--- src/rtl/weight_dma_pkg.sv ---
// rtl/weight_dma_pkg.sv - FSM encoding, counter width and buffer-depth helper for weight_preload_dma
package weight_dma_pkg;

  // Width of the count, issue and receive counters (covers preload_count).
  localparam int WPL_CNT_W = 17;

  typedef enum logic [1:0] {
    S_IDLE  = 2'd0,
    S_RUN   = 2'd1,
    S_DRAIN = 2'd2,
    S_DONE  = 2'd3
  } wpl_state_t;

  // Buffer depth as a value one bit wider than the counters, so the clamp
  // compare stays exact for every legal buffer address width.
  function automatic logic [WPL_CNT_W:0] wpl_buf_depth(input int buf_addr_w);
    return (WPL_CNT_W + 1)'(1) << buf_addr_w;
  endfunction

endpackage

--- src/rtl/wpl_credit_ctr.sv ---
// rtl/wpl_credit_ctr.sv - outstanding memory-read credit counter for weight_preload_dma
module wpl_credit_ctr #(
  parameter int MAX_OUTST = 4,
  parameter int CNT_W     = $clog2(MAX_OUTST) + 1
) (
  input  logic             clk,
  input  logic             rst_n,
  input  logic             clr,
  input  logic             inc,
  input  logic             dec,
  output logic [CNT_W-1:0] count,
  output logic [CNT_W-1:0] count_nxt,
  output logic             full,
  output logic             empty
);

  // Next value: a simultaneous issue and response leaves the count unchanged.
  always_comb begin
    count_nxt = count;
    if (clr) begin
      count_nxt = '0;
    end else if (inc && !dec) begin
      count_nxt = count + CNT_W'(1);
    end else if (dec && !inc) begin
      count_nxt = count - CNT_W'(1);
    end
  end

  // Credit register.
  always_ff @(posedge clk or negedge rst_n) begin
    if (!rst_n) begin
      count <= '0;
    end else begin
      count <= count_nxt;
    end
  end

  assign full  = (count == CNT_W'(MAX_OUTST));
  assign empty = (count == '0);

endmodule

--- src/rtl/weight_preload_dma.sv ---
// rtl/weight_preload_dma.sv - copies a block of external weight words into the weight buffer; WEIGHT_PRELOAD_CSUM_EN adds preload_csum
module weight_preload_dma
  import weight_dma_pkg::*;
#(
  parameter int ADDR_W     = 19,
  parameter int DATA_W     = 128,
  parameter int BUF_ADDR_W = 15,
  parameter int MAX_OUTST  = 4
) (
  input  logic                  clk,
  input  logic                  rst_n,
  input  logic                  preload_req,
  input  logic [ADDR_W-1:0]     preload_base,
  input  logic [WPL_CNT_W-1:0]  preload_count,
  output logic                  preload_done,
  output logic                  preload_busy,
  output logic                  preload_err,
  output logic                  mem_rd_req,
  output logic [ADDR_W-1:0]     mem_rd_addr,
  input  logic                  mem_rd_ready,
  input  logic                  mem_rd_valid,
  input  logic [DATA_W-1:0]     mem_rd_data,
  output logic                  buf_we,
  output logic [BUF_ADDR_W-1:0] buf_waddr,
  output logic [DATA_W-1:0]     buf_wdata
`ifdef WEIGHT_PRELOAD_CSUM_EN
  ,
  output logic [DATA_W-1:0]     preload_csum
`endif
);

  localparam int OUT_W = $clog2(MAX_OUTST) + 1;

  wpl_state_t state, next_state;

  logic [ADDR_W-1:0]    base_r, base_nxt, addr_nxt;
  logic [WPL_CNT_W-1:0] count_r, count_nxt;
  logic [WPL_CNT_W-1:0] issued, issued_nxt;
  logic [WPL_CNT_W-1:0] received;
  logic [WPL_CNT_W:0]   buf_depth;
  logic [OUT_W-1:0]     outst, outst_nxt;
  logic                 outst_full, outst_empty;
  logic                 accept, clamp_hit, issue_hs, rsp_ok;
  logic                 req_nxt, done_nxt, busy_nxt;

  assign buf_depth = wpl_buf_depth(BUF_ADDR_W);
  assign accept    = (state == S_IDLE) && preload_req;
  assign clamp_hit = ({1'b0, preload_count} > buf_depth);
  assign issue_hs  = mem_rd_req && mem_rd_ready;
  // Responses are only legal while reads are in flight; anything else is a stray beat.
  assign rsp_ok    = mem_rd_valid && ((state == S_RUN) || (state == S_DRAIN)) && !outst_empty;

  wpl_credit_ctr #(
    .MAX_OUTST (MAX_OUTST),
    .CNT_W     (OUT_W)
  ) u_credit (
    .clk       (clk),
    .rst_n     (rst_n),
    .clr       (accept),
    .inc       (issue_hs),
    .dec       (rsp_ok),
    .count     (outst),
    .count_nxt (outst_nxt),
    .full      (outst_full),
    .empty     (outst_empty)
  );

  // Next state plus next values of the registered request, address and status outputs.
  always_comb begin
    next_state = state;
    base_nxt   = base_r;
    count_nxt  = count_r;
    issued_nxt = issued + WPL_CNT_W'(issue_hs);
    case (state)
      S_IDLE: begin
        if (preload_req) begin
          base_nxt   = preload_base;
          count_nxt  = clamp_hit ? buf_depth[WPL_CNT_W-1:0] : preload_count;
          issued_nxt = '0;
          // An empty job passes once through the drain check so that it
          // completes with the same two-cycle turnaround as the done path.
          next_state = (preload_count == '0) ? S_DRAIN : S_RUN;
        end
      end
      S_RUN:   if (issued == count_r) next_state = S_DRAIN;
      S_DRAIN: if (received == count_r) next_state = S_DONE;
      S_DONE:  if (!preload_req) next_state = S_IDLE;
      default: next_state = S_IDLE;
    endcase
    addr_nxt = base_nxt + ADDR_W'(issued_nxt);
    req_nxt  = (next_state == S_RUN) && (issued_nxt < count_nxt) &&
               (outst_nxt < OUT_W'(MAX_OUTST));
    done_nxt = (next_state == S_DONE) && (state != S_DONE);
    busy_nxt = (next_state == S_RUN) || (next_state == S_DRAIN) || done_nxt;
  end

  // Control state, job parameters, issue counter and registered outputs.
  always_ff @(posedge clk or negedge rst_n) begin
    if (!rst_n) begin
      state        <= S_IDLE;
      base_r       <= '0;
      count_r      <= '0;
      issued       <= '0;
      mem_rd_req   <= 1'b0;
      mem_rd_addr  <= '0;
      preload_done <= 1'b0;
      preload_busy <= 1'b0;
    end else begin
      state        <= next_state;
      base_r       <= base_nxt;
      count_r      <= count_nxt;
      issued       <= issued_nxt;
      mem_rd_req   <= req_nxt;
      mem_rd_addr  <= addr_nxt;
      preload_done <= done_nxt;
      preload_busy <= busy_nxt;
    end
  end

  // Write path: each accepted beat lands in the buffer one cycle later at the next index.
  always_ff @(posedge clk or negedge rst_n) begin
    if (!rst_n) begin
      received  <= '0;
      buf_we    <= 1'b0;
      buf_waddr <= '0;
      buf_wdata <= '0;
    end else begin
      buf_we <= rsp_ok;
      if (accept) begin
        received <= '0;
      end else if (rsp_ok) begin
        received  <= received + WPL_CNT_W'(1);
        buf_waddr <= received[BUF_ADDR_W-1:0];
        buf_wdata <= mem_rd_data;
      end
    end
  end

  // Sticky error: oversized job or a response beat nobody asked for.
  always_ff @(posedge clk or negedge rst_n) begin
    if (!rst_n) begin
      preload_err <= 1'b0;
    end else if ((accept && clamp_hit) || (mem_rd_valid && !rsp_ok)) begin
      preload_err <= 1'b1;
    end
  end

`ifdef WEIGHT_PRELOAD_CSUM_EN
  // Running XOR of the words written by the current job; holds after done.
  always_ff @(posedge clk or negedge rst_n) begin
    if (!rst_n) begin
      preload_csum <= '0;
    end else if (accept) begin
      preload_csum <= '0;
    end else if (buf_we) begin
      preload_csum <= preload_csum ^ buf_wdata;
    end
  end
`endif

endmodule

--- config.mk ---
export PLATFORM = sky130hd
export DESIGN_NAME = weight_preload_dma
export DESIGN_NICKNAME = d
export VERILOG_FILES = /design/src/rtl/weight_dma_pkg.sv /design/src/rtl/wpl_credit_ctr.sv /design/src/rtl/weight_preload_dma.sv
export SDC_FILE = /design/constraint.sdc
export NUM_CORES = 1
export LEC_CHECK = 0
export BUFFER_PORTS_ARGS = -buffer_cell sky130_fd_sc_hd__buf_2
export CAP_MARGIN = 30
export CORE_MARGIN = 5
export CORE_UTILIZATION = 55
export CTS_CLUSTER_SIZE = 30
export DETAILED_ROUTE_END_ITERATION = 10
export MAX_ROUTING_LAYER = met4
export PLACE_DENSITY = 0.84
export SLEW_MARGIN = 30
export SYNTH_ARGS = -nofsm -noshare
export SYNTH_HDL_FRONTEND = slang
export SYNTH_SLANG_ARGS = --single-unit
--- constraint.sdc ---
create_clock -name clk -period 9.1 [get_ports clk]
set_input_delay 1.365 -clock clk [delete_from_list [all_inputs] [get_ports clk]]
set_output_delay 1.365 -clock clk [all_outputs]
set_load 0.01 [all_outputs]
* After elaboration in Yosys (flattened, before gate mapping)
Index checks and enable logic that the tools add are counted.
** Word-level totals
- Register bits after elaboration :: 242
- Output and inout bits :: 167
** Cells by class
- Add/subtract/negate cells :: 5
- Order comparisons :: 3
- Equal/unequal tests :: 9
- Mux-type cells :: 18
- Bitwise gates (word level) :: 1
- Reduce and logical (&&, ||, !) cells :: 23
** Operator list (count)
- 2-to-1 mux 17 bit :: 7
- 2-to-1 mux 19 bit :: 2
- == test 17 bit :: 2
- adder 19 x 17 -> 19 bit :: 1
- adder 17 x 1 -> 17 bit :: 1
- adder 17 x 1 -> 17 bit, second input constant :: 1
- > comparator 17 x 16 -> 1 bit, second input constant :: 1
- logical NOT 17 bit :: 1
- < comparator 17 bit :: 1
- logical AND 1 bit :: 11
- 2-to-1 mux 2 bit :: 5
- 2-to-1 mux 3 bit :: 3
- == test 2 bit, second input constant :: 4
- case mux 2 bit (4 select lines) :: 1
- == test 2 x 1 -> 1 bit, second input constant :: 2
- logical OR 1 bit :: 4
- adder 3 x 1 -> 3 bit, second input constant :: 1
- logical NOT 1 bit :: 3
- logical NOT 3 bit :: 1
- < comparator 3 bit, second input constant :: 1
- subtractor 3 x 1 -> 3 bit, second input constant :: 1
- logical NOT 2 bit :: 1
- inequality test 2 bit, second input constant :: 1
- AND reduction 2 bit :: 1
- 2 further kinds :: 2

* Depth between registers and ports, before layout
Gate-level depths: netlist of run 1.
- Depth in word-level cells :: 10
- Gate-level depth with buffers :: 16
- Gate-level depth less buffers :: 15

* Modules after synthesis
From an unflattened synthesis of run 1, not the netlist that was laid out.
** Unflattened totals
- Cell total of the unflattened synthesis :: 908
- Area total of the unflattened synthesis :: 11015.6 um^2
** Modules (own cells, without submodules)
- weight_preload_dma :: instances 1, cells each 886, area each 10801.6 um^2, sequential area each 5980.7 um^2
- wpl_credit_ctr :: instances 1, cells each 22, area each 214.0 um^2, sequential area each 75.1 um^2

* Least setup slack after synthesis of run 1
OpenSTA, ideal clock, no wires.
- Kind :: input-to-reg
- Start point :: input mem_rd_ready
- End point :: register mem_rd_addr[17]
- Setup time :: 0.087 ns
- Arrival time :: 3.926 ns
- Required time :: 9.013 ns
- Setup slack :: 5.087 ns
- Stages on the path :: 15
- Buffers on the path :: 0
- Cell sequence :: nand2_1 inv_1 ha_1 ha_1 nand2_1 nor2_1 and3_1 xnor2_1 nor2_1 ha_1 a21oi_1 o22ai_1 o32a_1 and3_1 a211oi_2
** Between the ends
- Longest elaborated chain between the ends :: 5
** Ends and longest elaborated chain
- from (decl) :: RTL line weight_preload_dma.sv:20 : input logic mem_rd_ready,
- logical AND 1 bit (*) :: RTL line weight_preload_dma.sv:49 : assign issue_hs = mem_rd_req && mem_rd_ready;
- adder 17 x 1 -> 17 bit (*) :: RTL line weight_preload_dma.sv:73 : issued_nxt = issued + WPL_CNT_W'(issue_hs);
- 2-to-1 mux 17 bit :: RTL line weight_preload_dma.sv:76 : if (preload_req) begin
- 2-to-1 mux 17 bit (*) :: RTL line weight_preload_dma.sv:74 : case (state)
- named net issued_nxt[8] :: RTL line weight_preload_dma.sv:38 : logic [WPL_CNT_W-1:0] issued, issued_nxt;
- adder 19 x 17 -> 19 bit (*) :: RTL line weight_preload_dma.sv:90 : addr_nxt = base_nxt + ADDR_W'(issued_nxt);
- named net addr_nxt[17] :: RTL line weight_preload_dma.sv:36 : logic [ADDR_W-1:0] base_r, base_nxt, addr_nxt;
- to (signal assigned) :: RTL line weight_preload_dma.sv:114 : mem_rd_addr <= addr_nxt;
- to (decl) :: RTL line weight_preload_dma.sv:19 : output logic [ADDR_W-1:0] mem_rd_addr,
The timed path passes the listed nets; every way through them passes the cells marked *.
A chain may end at the register's enable or synchronous reset.

* Worst setup path after layout of run 1
- Start point :: input preload_count[1]
- End point :: register mem_rd_req
** Between the ends
- Longest elaborated chain between the ends :: 7
- Elaborated cells between the ends (all ways) :: 12
- Those cells by class :: order compare: 2; eq/ne: 1; mux: 6; reduce/logical: 3
** Ends and longest elaborated chain
- from (decl) :: RTL line weight_preload_dma.sv:14 : input logic [WPL_CNT_W-1:0] preload_count,
- > comparator 17 x 16 -> 1 bit / logical NOT 17 bit (equally long branches) :: RTL line weight_preload_dma.sv:48, weight_preload_dma.sv:82
- 2-to-1 mux 17 bit / 2-to-1 mux 2 bit (equally long branches) :: RTL line weight_preload_dma.sv:78, weight_preload_dma.sv:82
- 2-to-1 mux 17 bit / 2-to-1 mux 2 bit (equally long branches) :: RTL line weight_preload_dma.sv:76
- 2-to-1 mux 17 bit / case mux 2 bit (4 select lines) (equally long branches) :: RTL line weight_preload_dma.sv:74
- < comparator 17 bit / == test 2 x 1 -> 1 bit (equally long branches) :: RTL line weight_preload_dma.sv:91 : req_nxt = (next_state == S_RUN) && (issued_nxt < count_nxt) &&
- logical AND 1 bit (*) (2 in series) :: RTL line weight_preload_dma.sv:91
- named net req_nxt :: RTL line weight_preload_dma.sv:44 : logic req_nxt, done_nxt, busy_nxt;
- to (signal assigned) :: RTL line weight_preload_dma.sv:113 : mem_rd_req <= req_nxt;
- to (decl) :: RTL line weight_preload_dma.sv:18 : output logic mem_rd_req,
Marks and branches as above.

==> results of run 1 <==
logic make-up (layout without fill, tap and decap cells):
logic type / after synthesis / in the layout / synth area share
simple gates: 231 / 231 / 0.102
xor+xnor: 80 / 80 / 0.0618
compound gates: 126 / 126 / 0.0797
mux: 140 / 140 / 0.139
flops: 242 / 242 / 0.534
buf+inv: 61 / 413 / 0.0293
other cells: 0 / 17 / 0
fa+ha+maj: 48 / 48 / 0.0534
cell usage in the layout, fill, tap and decap left out, types with 28 or more instances in the layout:
cell and n:
xor2_1 49, nor2_1 45, a21oi_1 28, buf_2 334, dfrtp_1 242, nand2_1 86
xnor2_1 31, mux2_1 61, ha_1 46, mux2_2 78
state kept, by name, summed over array words and instances, names as in the netlist, 2 cells and up:
name / cells
base_r: 19
buf_waddr: 15
buf_wdata: 128
count_r: 17
issued: 17
mem_rd_addr: 19
received: 17
state: 2
u_credit.count: 3
tightest hold or removal path: cells and delay by family (launching register included):
kind / cells / cell delay, ns
DFF: 1 / 0.32
and+or+nand+nor: 2 / 0.11
power by group through the flow:
stage	logic, mW	clock network (mW)	registers [mW]
after global placement	1.74	0	1.71
final	1.79	1.08	1.73
after detailed placement	1.79	0	1.74
after floorplan	0.969	0	1.89
after CTS	1.81	1.10	1.73
after global routing	1.95	1.15	1.78
routing by layer:
layer | wire, microns | vias up | global-route usage | share of wire
met2 | 15900 | 308 | 0.443 | 0.52
met4 | 1180 | 0 | 0.114 | 0.038
met3 | 1820 | 76 | 0.0444 | 0.059
li1 | - | 3981 | - | -
met5 | 0 | - | - | 0
met1 | 11800 | 4100 | 0.307 | 0.39
per-stage QoR:
stage | power (mW) | worst slack [ns] | std cells | area (sq um)
3_5_place_dp | 3.53 | 4.39 | 1501 | 13200
4_1_cts | 4.64 | 4.91 | 1549 | 14100
5_1_grt | 4.89 | 4.73 | 1566 | 14200
6_report | 4.61 | 4.85 | 1567 | 14200
2_1_floorplan | 2.86 | 5.09 | 928 | 11300
3_3_place_gp | 3.45 | 4.45 | 1500 | 13200
cell type report:
cell class,instances,share of cell area
Sequential cell,242,0.427
Multi-Input combinational cell,625,0.350
Timing Repair Buffer,341,0.125
Clock buffer,34,0.0545
Tap cell,270,0.0238
Clock inverter,14,0.00936
Inverter,24,0.00654
Antenna cell,17,0.00300
path summary, 6_finish.rpt:
kind,startpoint,end
setup / recovery,preload_count[1],mem_rd_req$_DFF_PN0_
hold / removal,base_r[16]$_DFF_PN0_,base_r[16]$_DFF_PN0_
setup reg to reg,state[1]$_DFF_PN0_,mem_rd_addr[14]$_DFF_PN0_
hold reg to reg,base_r[16]$_DFF_PN0_,base_r[16]$_DFF_PN0_
max in group asynchronous,rst_n,buf_wdata[120]$_DFFE_PN0P_
min in group asynchronous,rst_n,mem_rd_addr[17]$_DFF_PN0_
==> impl_summary.log, run 1 <==
[metrics] gate count of the mapped netlist: a little over 900
[metrics] Fmax: about 240 MHz
[metrics] row count: 52
[metrics] cts-stage hold buffer count: 0
[metrics] number of buffers on the longest clock path: 3
[metrics] total negative slack for setup checks: 0 ns
[metrics] area of the core region: between 20000 and 25000 sq um
[metrics] leading cell type by number of instances after synthesis: dfrtp_1
[metrics] Async S/R FF share, synth: 1.00
[metrics] antenna violations before repair: 14
[metrics] Hold Path Cell Cnt: 2
[metrics] share of the cycle needed by the critical path after routing: 0.466
[metrics] type of destination of the critical path: register
[metrics] post-detailed-routing wire length: about 31 mm
[metrics] Max stage delay on crit path: around 0.72 ns
[metrics] Synth top cells by count: dfrtp_1, nand2_1, mux2_2, mux2_1, xor2_1
[metrics] crit-path leading delay family: simple AND/OR/NAND/NOR gates
[metrics] CP max FO: 26
[metrics] number of global-route vias before repair: roughly 8900
[metrics] gp weighted congestion: 0.897
[metrics] area of the multi-input gates: between 4000 and 5000 sq um
[metrics] TritonCTS clock tree: yes
[metrics] static leakage: 7.16 nW
[metrics] wire length of the first global-routing pass: ~48 mm
[metrics] Pre-Repair DR Iteration Count: 4
[metrics] yosys warns: 0
[metrics] total count of hold-check failures in the final report: 0
[metrics] Congestion Overflow GR: 0
[metrics] sequential-to-total area share from yosys stat: 0.534
[metrics] number of filler cells placed in the layout: 1440
[metrics] number of buffers inserted to repair setup after CTS: 0
[metrics] die width: around 150 microns
[metrics] Avg Cell Area, Syn: roughly 12 sq um
[metrics] level count of the clock H-tree: 1
[metrics] number of endpoints failing setup at the final stage: 0
[metrics] core utilization of the finished layout: 0.700
[metrics] Crit-path slowest cell: and2_1
[metrics] Syn Std Cell Area: 11300 sq um
[metrics] unrepaired setup endpoints after global routing: false
[metrics] Clock Root Buffer: clkbuf_16
[metrics] Bufs and invs on worst path: 1
[metrics] path category of the worst min-delay check: register to register
[metrics] Worst R2R Path Depth: 12
[metrics] count of flip-flops with a built-in enable after synthesis: 0
[metrics] PortBufs: 335
[metrics] fraction of power consumed by combinational cells: 0.389
[metrics] Worst setup SP type: input port
[metrics] cells along the critical path: buf_2 -> nor4_1 -> nand4_1 -> a21oi_1 -> and2_1 -> a22oi_1 -> ha_1 -> nand4_1 -> or3_1 -> o311ai_1 -> a211oi_1
[metrics] relative contribution of the clock network to total power: 0.235
[metrics] top-level port count: 336
[metrics] depth of the critical timing path with buffers and inverters included: 11
[metrics] count of cell types in the netlist: 70
[metrics] Slew Limit Fails: 0
[metrics] Layout Skew: 0.0133 ns
[metrics] register cell area after layout: just over 6000 sq um
[metrics] top_reg_cell synth: dfrtp_1
[metrics] average wire per standard cell: ~20 microns
[metrics] data arrival at the endpoint of the critical path: about 4.6 ns
[metrics] number of violations reported at the end of detailed-routing iteration 0: about 400
[metrics] synthesis-to-layout area growth: 25.0%
[metrics] Starting Density: 0.560
[metrics] final critical path time including I/O delays and setup: 4.25 ns
[metrics] fraction of layout cells with a size suffix above 1: 0.384
[metrics] Psw: between 1.5 and 2 mW
[metrics] residual DRC count: 0
[metrics] Slew headroom: 0.427
[metrics] WS Path Type: input port to register
[metrics] CTS clock-pin slew for the worst setup and hold paths: 0.06 ns
[metrics] most area-hungry cell type in the Yosys netlist: dfrtp_1
[metrics] PD cells: ~330 nW/um^2
[metrics] die height: roughly 150 microns
[metrics] post-DR vias/cell: about 5.4
[metrics] number of vias in the routed layout: roughly 8500
[metrics] Crit path required time: between 9 and 10 ns
[metrics] Worst Tran Pin Value: around 0.86 ns
[metrics] synthesized net count: ~1100
[metrics] net count of the finished layout: 1476
[metrics] Flop pwr share: 0.376
[metrics] number of buffers created by CTS: 26
[metrics] Internal Dissipation: approximately 3.0 mW
[metrics] register bit total from synthesis: roughly 240
[metrics] Total Die Area: 23600 sq um
[metrics] overall fraction of global-route tracks in use: 0.261
[metrics] leading post-synthesis cells by cell area: dfrtp_1, mux2_2, mux2_1
[metrics] Routed Antenna Nets: 0
[metrics] post-cts resize count: 0
[metrics] run status: finished, final reports clean
[metrics] Post-Route Hold Slack: about 0.48 ns
[metrics] clock latency on the worst-skew pair: 0.52 ns
[metrics] max-cap violations: 0
[metrics] worst-case register-to-register setup slack: between 5 and 6 ns
[metrics] largest net degree at the start of global routing: around 130
[metrics] clock sink count: roughly 240
[metrics] Net Sw Frac: 0.353
[metrics] top-area cell type share of the netlist area: 0.534
[metrics] Worst path most repeated cell: nand4_1
[metrics] Worst VDD drop: around 0.18 mV
[metrics] estimated wirelength of the detail-placed design: 23.1 mm
No activity file was read; power rests on OpenSTA's default activity.
==> run 2, diff against run 1 <==
- CORE_UTILIZATION: 55 -> 47
- PLACE_DENSITY: 0.84 -> 0.77
- clock period: 9.1 -> 3.4 ns (I/O delays scaled with it)
==> impl_summary.log, run 2 (same netlist as run 1, synthesis figures left out) <==
[metrics] max FFs per register: 128
[metrics] most used cells in the layout excluding fill and tap cells: buf_2, dfrtp_1, nand2_1
[metrics] total count of hold-check failures in the final report: 11
[metrics] Power Total: about 13 mW
[metrics] Pre-Repair DR Iteration Count: 4
[metrics] max-cap violations: 0
[metrics] Congestion Overflow GR: 0
[metrics] met3 wire length: between 2 and 3 mm
[metrics] overall fraction of global-route tracks in use: 0.231
[metrics] antenna violations before repair: 12
[metrics] area of the core region: roughly 24000 sq um
[metrics] CP max FO: 8
[metrics] fraction of layout cells with a size suffix above 1: 0.403
[metrics] Worst R2R Path Depth: 16
[metrics] Top reg by flops: buf_wdata
[metrics] run status: finished, violations left
[metrics] Psw: 4.36 mW
[metrics] row count: 56
[metrics] largest net degree at the start of global routing: 86
[metrics] failing checks: negative hold slack
[metrics] clock sink count: approximately 240
[metrics] net count of the finished layout: between 1500 and 2000
[metrics] Slew Limit Fails: 0
[metrics] final critical path time including I/O delays and setup: about 3.3 ns
[metrics] Slew headroom: 0.546
[metrics] type of destination of the critical path: register
[metrics] routed length on met2: about 17 mm
[metrics] level count of the clock H-tree: 1
[metrics] total negative slack for setup checks: 0 ns
[metrics] cts-stage hold buffer count: 0
[metrics] path category of the worst min-delay check: input port to asynchronous set/reset pin
[metrics] unrepaired setup endpoints after global routing: true
[metrics] PD cells: roughly 870 nW/um^2
[metrics] number of violations reported at the end of detailed-routing iteration 0: between 600 and 700
[metrics] number of global-route vias before repair: about 8800
[metrics] number of buffers created by CTS: 26
[metrics] wire length of the first global-routing pass: about 48 mm
[metrics] fraction of power consumed by combinational cells: 0.387
[metrics] Highest Signal Layer: met4
[metrics] share of the cycle needed by the critical path after routing: 0.964
[metrics] CTS clock-pin slew for the worst setup and hold paths: ~0.060 ns
[metrics] residual DRC count: 0
[metrics] relative contribution of the clock network to total power: 0.248
[metrics] die width: about 170 microns
[metrics] routed length on met1: ~12 mm
[metrics] Routed Antenna Nets: 0
[metrics] number of buffers on the longest clock path: 3
[metrics] largest registers: buf_wdata (128), base_r (19), mem_rd_addr (19)
[metrics] TritonCTS clock tree: yes
[metrics] Post-Route Hold Slack: -0.0167 ns
[metrics] static leakage: approximately 7.3 nW
[metrics] Total Die Area: 27300 sq um
[metrics] Layout Skew: about 0.018 ns
[metrics] Starting Density: 0.480
[metrics] number of vias in the routed layout: between 8000 and 9000
[metrics] post-detailed-routing wire length: around 32 mm
[metrics] data arrival at the endpoint of the critical path: ~3.7 ns
[metrics] estimated wirelength of the detail-placed design: 24.4 mm
[metrics] WS Path Type: register to register
[metrics] crit path capture: mem_rd_addr[17]$_DFF_PN0_
[metrics] Internal Dissipation: around 8.3 mW
[metrics] worst flop-to-flop path endpoint: mem_rd_addr[17]$_DFF_PN0_
[metrics] Flop pwr share: 0.365
[metrics] Crit path required time: ~3.8 ns
[metrics] Fmax: approximately 300 MHz
[metrics] post-DR vias/cell: between 5 and 6
[metrics] die height: about 170 microns
[metrics] worst-case register-to-register setup slack: ~0.12 ns
[metrics] Critical Path Start: mem_rd_req$_DFF_PN0_
[metrics] gp weighted congestion: roughly 0.93
[metrics] average wire per standard cell: roughly 20 microns
[metrics] Worst Tran Pin Value: approximately 0.68 ns
[metrics] clock latency on the worst-skew pair: about 0.53 ns
[metrics] Clock Root Buffer: clkbuf_16
[metrics] launching point of the worst reg2reg path: mem_rd_req$_DFF_PN0_
[metrics] Worst VDD drop: 0.468 mV
[metrics] Worst setup SP type: register
[metrics] top-level port count: roughly 340
[metrics] most common library cell in the layout ignoring fill and taps: buf_2
[metrics] Net Sw Frac: 0.344
[metrics] PortBufs: 335
[metrics] number of endpoints failing setup at the final stage: 0
[metrics] synthesis-to-layout area growth: 28.2%
[run 2: cell types whose count changed in the layout (fill, tap and decap cells not counted), moves of 3 or more]
cell,before,now
buf_4,3,28
diode_2,17,11
nor2_1,45,40
buf_12,0,4
bufinv_16,2,6
clkinv_2,7,3
ha_1,46,42
ha_2,0,4
nor2_2,0,4
clkinvlp_4,5,2
[run 2: final cells by class]
class,instances,area [sq um]
Antenna cell,11,27.5
Clock buffer,35,766
Clock inverter,11,210
Fill cell,1922,9090
Inverter,24,92.6
Multi-Input combinational cell,625,5000
Sequential cell,242,6060
Tap cell,319,399
Timing Repair Buffer,367,1980
[run 2: critical path: stages (launching register included)]
cell and delay, ns:
dfrtp_1 0.39, nand2_1 0.12, inv_1 0.10, ha_1 0.19, ha_1 0.18, nand2_1 0.11, nor2_4 0.16, buf_4 0.14
nand2_1 0.05, xor2_1 0.14, nor2_1 0.16, ha_2 0.36, a21oi_2 0.20, o22ai_1 0.14, o32a_1 0.36, and3_1 0.19
a211oi_2 0.19
[run 2: how the worst min path moves through the flow]
stage	startpoint	to	slack (ns)
after floorplan	rst_n	base_r[0]$_DFF_PN0_	0.21
after global placement	base_r[0]$_DFF_PN0_	base_r[0]$_DFF_PN0_	0.46
after detailed placement	base_r[0]$_DFF_PN0_	base_r[0]$_DFF_PN0_	0.47
after CTS	rst_n	base_r[18]$_DFF_PN0_	0.002
after global routing	rst_n	base_r[15]$_DFF_PN0_	0.03
final	rst_n	base_r[15]$_DFF_PN0_	-0.02
[run 2: what timing repair did]
action	4_1_cts	5_1_grt
setup buffers	0	0
resized for setup	1	13
pin swaps	0	2
setup endpoints to repair	1	9
[run 2: per-stage QoR]
| stage | worst slack (ns) | cells | utilization | area [sq um] |
|---|---|---|---|---|
| floorplan | 0.242 | 928 | - | 11300 |
| global placement | -0.0297 | 1577 | 0.571 | 13500 |
| detailed placement | -0.115 | 1577 | 0.571 | 13500 |
| CTS | 0.0499 | 1623 | 0.612 | 14500 |
| global route | -0.0667 | 1634 | 0.615 | 14500 |
| finish | 0.123 | 1634 | 0.615 | 14500 |
[run 2: layer usage]
layer | vias to the layer above | track usage
met1 | 4159 | 0.261
li1 | 4042 | -
met5 | - | -
met4 | 0 | 0.0813
met3 | 65 | 0.0526
met2 | 340 | 0.404
[run 2: power by group through the flow]
stage	clock network [mW]	logic [mW]	registers (mW)
finish	3.15	4.92	4.63
global route	3.36	5.40	4.76
CTS	3.23	4.96	4.63
detailed placement	0	4.92	4.67
global placement	0	4.82	4.61
floorplan	0	2.59	5.06
